==> src/rtl/grid_move_ctrl.sv <==
// Player-position controller: queues keyboard moves, applies one per frame tick,
// bounds-checks the target cell and asks the tile store whether it is a wall.
module grid_move_ctrl #(
  parameter int COORD_W = 5,
  parameter int MAX_X   = 31,
  parameter int MAX_Y   = 31,
  parameter int START_X = 1,
  parameter int START_Y = 1,
  parameter int QDEPTH  = 4,
  parameter int MAP_W   = 2
) (
  input  logic                       clk,
  input  logic                       resetn,
  input  logic                       frame_tick,
  input  logic                       move_valid,
  input  logic [2:0]                 move_code,
  input  logic [MAP_W-1:0]           map_sel,
  output logic                       tile_req,
  output logic [COORD_W-1:0]         tile_x,
  output logic [COORD_W-1:0]         tile_y,
  output logic [MAP_W-1:0]           tile_map,
  input  logic                       tile_ack,
  input  logic                       tile_wall,
  output logic [COORD_W-1:0]         x_pos,
  output logic [COORD_W-1:0]         y_pos,
  output logic                       moved,
  output logic                       blocked,
  output logic                       dropped,
  output logic [$clog2(QDEPTH):0]    q_count,
  output logic                       busy,
  output logic [1:0]                 fsm_state
);

  localparam int PW = $clog2(QDEPTH);
  localparam int CW = PW + 1;

  localparam logic [1:0] S_IDLE   = 2'd0;
  localparam logic [1:0] S_CALC   = 2'd1;
  localparam logic [1:0] S_LOOKUP = 2'd2;

  // Handshake: tile_req rises with stable tile_x/tile_y/tile_map and stays high
  // until the cycle tile_ack is sampled; tile_wall is only meaningful in that cycle.

  logic [1:0]         state;
  logic [2:0]         mem [QDEPTH];
  logic [PW-1:0]      wr_ptr;
  logic [PW-1:0]      rd_ptr;
  logic [2:0]         mv;
  logic               code_ok;
  logic               push;
  logic               pop;
  logic               full;
  logic [COORD_W-1:0] cand_x;
  logic [COORD_W-1:0] cand_y;
  logic               edge_hit;

  assign code_ok   = (move_code >= 3'd1) && (move_code <= 3'd4);
  assign full      = (q_count == CW'(QDEPTH));
  // A pop in the same cycle does not make room: fullness is judged before the pop.
  assign push      = move_valid && code_ok && !full;
  assign pop       = (state == S_IDLE) && frame_tick && (q_count != '0);
  assign busy      = (state != S_IDLE);
  assign fsm_state = state;

  always_comb begin
    cand_x   = x_pos;
    cand_y   = y_pos;
    edge_hit = 1'b0;
    case (mv)
      3'd1: if (y_pos == '0) edge_hit = 1'b1;
            else cand_y = y_pos - COORD_W'(1);
      3'd2: if (y_pos == COORD_W'(MAX_Y)) edge_hit = 1'b1;
            else cand_y = y_pos + COORD_W'(1);
      3'd3: if (x_pos == '0) edge_hit = 1'b1;
            else cand_x = x_pos - COORD_W'(1);
      3'd4: if (x_pos == COORD_W'(MAX_X)) edge_hit = 1'b1;
            else cand_x = x_pos + COORD_W'(1);
      default: edge_hit = 1'b1;
    endcase
  end

  always_ff @(posedge clk) begin
    if (push) mem[wr_ptr] <= move_code;
  end

  always_ff @(posedge clk or negedge resetn) begin
    if (!resetn) begin
      state    <= S_IDLE;
      wr_ptr   <= '0;
      rd_ptr   <= '0;
      q_count  <= '0;
      mv       <= 3'd0;
      tile_req <= 1'b0;
      tile_x   <= '0;
      tile_y   <= '0;
      tile_map <= '0;
      x_pos    <= COORD_W'(START_X);
      y_pos    <= COORD_W'(START_Y);
      moved    <= 1'b0;
      blocked  <= 1'b0;
      dropped  <= 1'b0;
    end else begin
      moved   <= 1'b0;
      blocked <= 1'b0;
      dropped <= move_valid && code_ok && full;
      if (push) wr_ptr <= wr_ptr + PW'(1);
      if (pop)  rd_ptr <= rd_ptr + PW'(1);
      q_count <= q_count + CW'(push) - CW'(pop);
      case (state)
        S_IDLE: begin
          if (pop) begin
            mv    <= mem[rd_ptr];
            state <= S_CALC;
          end
        end
        S_CALC: begin
          if (edge_hit) begin
            blocked <= 1'b1;
            state   <= S_IDLE;
          end else begin
            tile_x   <= cand_x;
            tile_y   <= cand_y;
            tile_map <= map_sel;
            tile_req <= 1'b1;
            state    <= S_LOOKUP;
          end
        end
        S_LOOKUP: begin
          if (tile_ack) begin
            tile_req <= 1'b0;
            state    <= S_IDLE;
            if (tile_wall) begin
              blocked <= 1'b1;
            end else begin
              x_pos <= tile_x;
              y_pos <= tile_y;
              moved <= 1'b1;
            end
          end
        end
        default: state <= S_IDLE;
      endcase
    end
  end

endmodule

==> config.mk <==
export PLATFORM = sky130hd
export DESIGN_NAME = grid_move_ctrl
export DESIGN_NICKNAME = d
export VERILOG_FILES = /design/src/rtl/grid_move_ctrl.sv
export SDC_FILE = /design/constraint.sdc
export NUM_CORES = 1
export LEC_CHECK = 0
export ABC_AREA = 1
export CAP_MARGIN = 20
export CORE_UTILIZATION = 53
export DETAILED_ROUTE_END_ITERATION = 10
export PLACE_DENSITY = 0.82
export RECOVER_POWER = 25
export SLEW_MARGIN = 40
export SYNTH_ARGS = -nofsm -noshare
export SYNTH_HDL_FRONTEND = slang
export SYNTH_SLANG_ARGS = --single-unit
==> constraint.sdc <==
create_clock -name clk -period 2.75 [get_ports clk]
set_clock_uncertainty 0.2 [all_clocks]
set_input_delay 0.55 -clock clk [delete_from_list [all_inputs] [get_ports clk]]
set_output_delay 0.55 -clock clk [all_outputs]
set_load 0.01 [all_outputs]
==> results.rst <==
.. list-table::
   :header-rows: 1

   * - Metric
     - Value
   * - Initial DRC count
     - 102
   * - Endpoint arrival time on the critical path
     - 2.59 ns
   * - Share of total power in sequential cells
     - 35.7%
   * - ANT cells
     - 0
   * - Synth-to-layout area growth
     - 23.00%
   * - Pin slew with the least headroom to its limit
     - 2.060 ns
   * - CP startpoint kind
     - input port
   * - Cts bufs inserted
     - 5
   * - Comb pwr share
     - 51.1%
   * - DRC viols
     - 0
   * - Top cells by area in the synthesized netlist
     - sky130_fd_sc_hd__dfrtp_1 (33%), sky130_fd_sc_hd__edfxtp_1 (13%), sky130_fd_sc_hd__nand2_1 (9.8%)
   * - Number of synthesized flops with an enable pin
     - 12
   * - Total Wirelength
     - 5.327 mm
   * - Number of iterations in the first detailed-routing pass
     - 4
   * - Synthesized netlist net count
     - 327
   * - Total cell area at the placement stage
     - 3207 um2
   * - Placer Congestion
     - 0.8032
   * - Highest clock frequency the design can meet
     - 386.5 MHz
   * - Die height
     - 73.28 um
   * - Cell types with the highest counts after synthesis
     - sky130_fd_sc_hd__nand2_1 (70), sky130_fd_sc_hd__inv_1 (38), sky130_fd_sc_hd__dfrtp_1 (36)
   * - TritonCTS clock tree
     - yes
   * - Total design power
     - 0.003890 W
   * - Fin area
     - 3312 um2
   * - Remaining max-slew budget at the tightest pin
     - -37.36%
   * - CTS root buffer
     - sky130_fd_sc_hd__clkbuf_8
   * - Share of post-route cells with drive strength above 1
     - 11.90%
   * - Sw Ratio
     - 41.97%
   * - Chip width
     - 73.28 um
   * - Detailed-placement wirelength estimate
     - 3.965 mm
   * - Vias in the first global route
     - 1,962
   * - Post-placement worst setup slack
     - -0.2047 ns
   * - Wire length per cell
     - 12.68 um
   * - Initial Utilization
     - 55.90%
   * - Synth Warn #
     - 0
   * - Total routing resource utilization after global routing
     - 22.09%
   * - Clock transition at the registers of the reported paths
     - 0.09 ns
   * - Critical path peak fanout
     - 3
   * - Proportion of synthesized flip-flops having asynchronous set or reset
     - 76.00%
   * - Switching power
     - 0.001633 W
   * - Hold violation count in the final report
     - 0
   * - RSZ-0062 raised after global routing
     - no
   * - Clock latency at the later pin of the worst-skew pair
     - 0.31 ns
   * - Filler cell count in the final layout
     - 414
   * - Layout Utilization
     - 68.75%
   * - Floorplan core area
     - 4817 um2
   * - Global-route wire length before repair
     - 8.769 mm
   * - Power density over cell area
     - 1175 nW/um2
   * - Via density per instance
     - 5.117
   * - Overflow left after global routing
     - 0
   * - Number of standard cells after synthesis
     - 301
   * - Final Max Tran Viols
     - 39
   * - Clock Power Share
     - 13.1%
   * - Failing checks
     - max-capacitance violations, max-slew violations
   * - Nets@finish
     - 378
   * - Endpoint type of the worst setup path
     - register
   * - Vias
     - 2,149
   * - # clock sinks
     - 50
   * - Syn Std Cell Area
     - 2693 um2
   * - Antenna violations before repair
     - 0
   * - Reported leakage power
     - 1.523 nW
   * - Flops & latches, synth
     - 50
   * - Count of buffers inserted at the top-level ports
     - 42
   * - Number of H-tree levels
     - 2
   * - Period utilisation layout
     - 94.07%
   * - Run status
     - finished, violations left
   * - Worst hold margin
     - 0.2899 ns
   * - Post-synth top area cell
     - sky130_fd_sc_hd__dfrtp_1
   * - Total of max-cap violations
     - 1
   * - Dominant register cell in the synthesized netlist
     - sky130_fd_sc_hd__dfrtp_1
   * - Max rail drop VDD
     - 604.2 uV
   * - Count of distinct cell types in the synthesized netlist
     - 31
   * - Final setup fails
     - 0
   * - Number of rows created at floorplan
     - 25
   * - Path category of the worst min-delay check
     - reg2reg
   * - Ports
     - 43
   * - Final critical delay including setup and external delays
     - 2.587 ns
   * - Overall die area
     - 5369 um2
   * - Yosys top cell area share
     - 33.46%
   * - Most common cell in the synthesized netlist
     - sky130_fd_sc_hd__nand2_1
   * - Least setup slack across all paths after layout
     - 0.1630 ns
   * - Remaining antenna violation count after routing
     - 0
   * - Pin count of the biggest net entering global routing
     - 39
   * - Critical path required time
     - 2.75 ns
   * - Sequential area share after synthesis
     - 48.79%
   * - Pint
     - 0.002258 W
   * - Type of the worst setup path
     - in2reg
   * - Clock buffer depth
     - 2
   * - Syn_area_per_cell
     - 8.945 um2
   * - Number of buffers inserted by hold repair at cts
     - 0
## state kept, by name (all words and copies together), names as in the netlist
register   cells
moved          1
blocked        1
tile_map       2
mem           12
x_pos          5
tile_y         5
tile_req       1
y_pos          5
dropped        1
tile_x         5
q_count        3
wr_ptr         2
rd_ptr         2
mv             3
fsm_state      2
## final timing paths
kind | from | endpoint | slack, ns | cells past startpoint
worst min register to register | tile_map[0] | tile_map[0] | 0.29 | 2
max in group asynchronous | resetn | mv[0] | 0.55 | 1
worst min-delay path | tile_map[0] | tile_map[0] | 0.29 | 2
worst max register to register | fsm_state[0] | q_count[2] | 0.46 | 10
min in group asynchronous | resetn | rd_ptr[1] | 0.62 | 1
worst max-delay path | move_code[0] | q_count[2] | 0.16 | 11
## final cells by class
cell class | count | area [um2] | share of cell area [%]
Multi-Input combinational cell | 204 | 1167 | 35.25
Inverter | 41 | 153.9 | 4.647
Clock inverter | 1 | 30.03 | 0.9067
Clock buffer | 7 | 76.32 | 2.304
Sequential cell | 50 | 1314 | 39.67
Tap cell | 67 | 83.83 | 2.531
Timing Repair Buffer | 50 | 486.7 | 14.70
## power by group through the flow
stage	registers, W	logic (W)	clock network, W
final	0.00139	0.00199	0.000511
after global routing	0.00144	0.00224	0.000547
after CTS	0.00139	0.00201	0.000519
after detailed placement	0.00140	0.00200	0
after global placement	0.00139	0.00193	0
after floorplan	0.00140	0.00126	0
## cells by family after synthesis
logic type / share of synthesized area (%)
AO/OA/AOI/OAI: 9.851
flip-flops: 48.79
buffers and inverters: 7.946
XOR/XNOR: 2.928
AND/OR/NAND/NOR: 23.23
adder cells (fa/ha/maj): 7.249
## placed cells by master, fill, tap and decap left out, types with 8 or more instances in the layout
master                             n
sky130_fd_sc_hd__ha_1             14
sky130_fd_sc_hd__inv_1            38
sky130_fd_sc_hd__clkdlybuf4s50_1  41
sky130_fd_sc_hd__nand2_1          70
sky130_fd_sc_hd__o21ai_0          28
sky130_fd_sc_hd__nor2_1           23
sky130_fd_sc_hd__edfxtp_1         12
sky130_fd_sc_hd__nor2_2            8
sky130_fd_sc_hd__dfrtp_1          36
sky130_fd_sc_hd__nand3_1          17
## worst max-delay path, stage by stage
cell                              delay [ns]
sky130_fd_sc_hd__clkdlybuf4s50_1        0.50
sky130_fd_sc_hd__nor3_1                 0.06
sky130_fd_sc_hd__nand3b_1               0.21
sky130_fd_sc_hd__nor2_2                 0.13
sky130_fd_sc_hd__inv_1                  0.08
sky130_fd_sc_hd__ha_1                   0.27
sky130_fd_sc_hd__inv_1                  0.06
sky130_fd_sc_hd__ha_1                   0.13
sky130_fd_sc_hd__inv_1                  0.05
sky130_fd_sc_hd__fa_1                   0.38
sky130_fd_sc_hd__xor2_1                 0.17
## routing by layer
metal,vias up,global-route usage (%),share of wire (%)
met5,-,0,0
met4,0,11.55,2.8
met3,21,4.801,4.8
met2,67,33.95,47
met1,985,29.41,46
li1,1076,-,-
## repair_timing
item	in CTS	in global routing
gates resized for setup	0	1
setup endpoints to repair	0	1
endpoints found under the hold margin	0	0
buffers inserted	0	0
## per-stage QoR
| stage | setup TNS (ns) | cells |
|---|---|---|
| 2_1_floorplan | 0 | 301 |
| 3_3_place_gp | -0.08874 | 412 |
| 3_5_place_dp | -0.3478 | 412 |
| 4_1_cts | 0 | 420 |
| 5_1_grt | 0 | 420 |
| 6_report | 0 | 420 |
(Power assumes the default switching activity.)
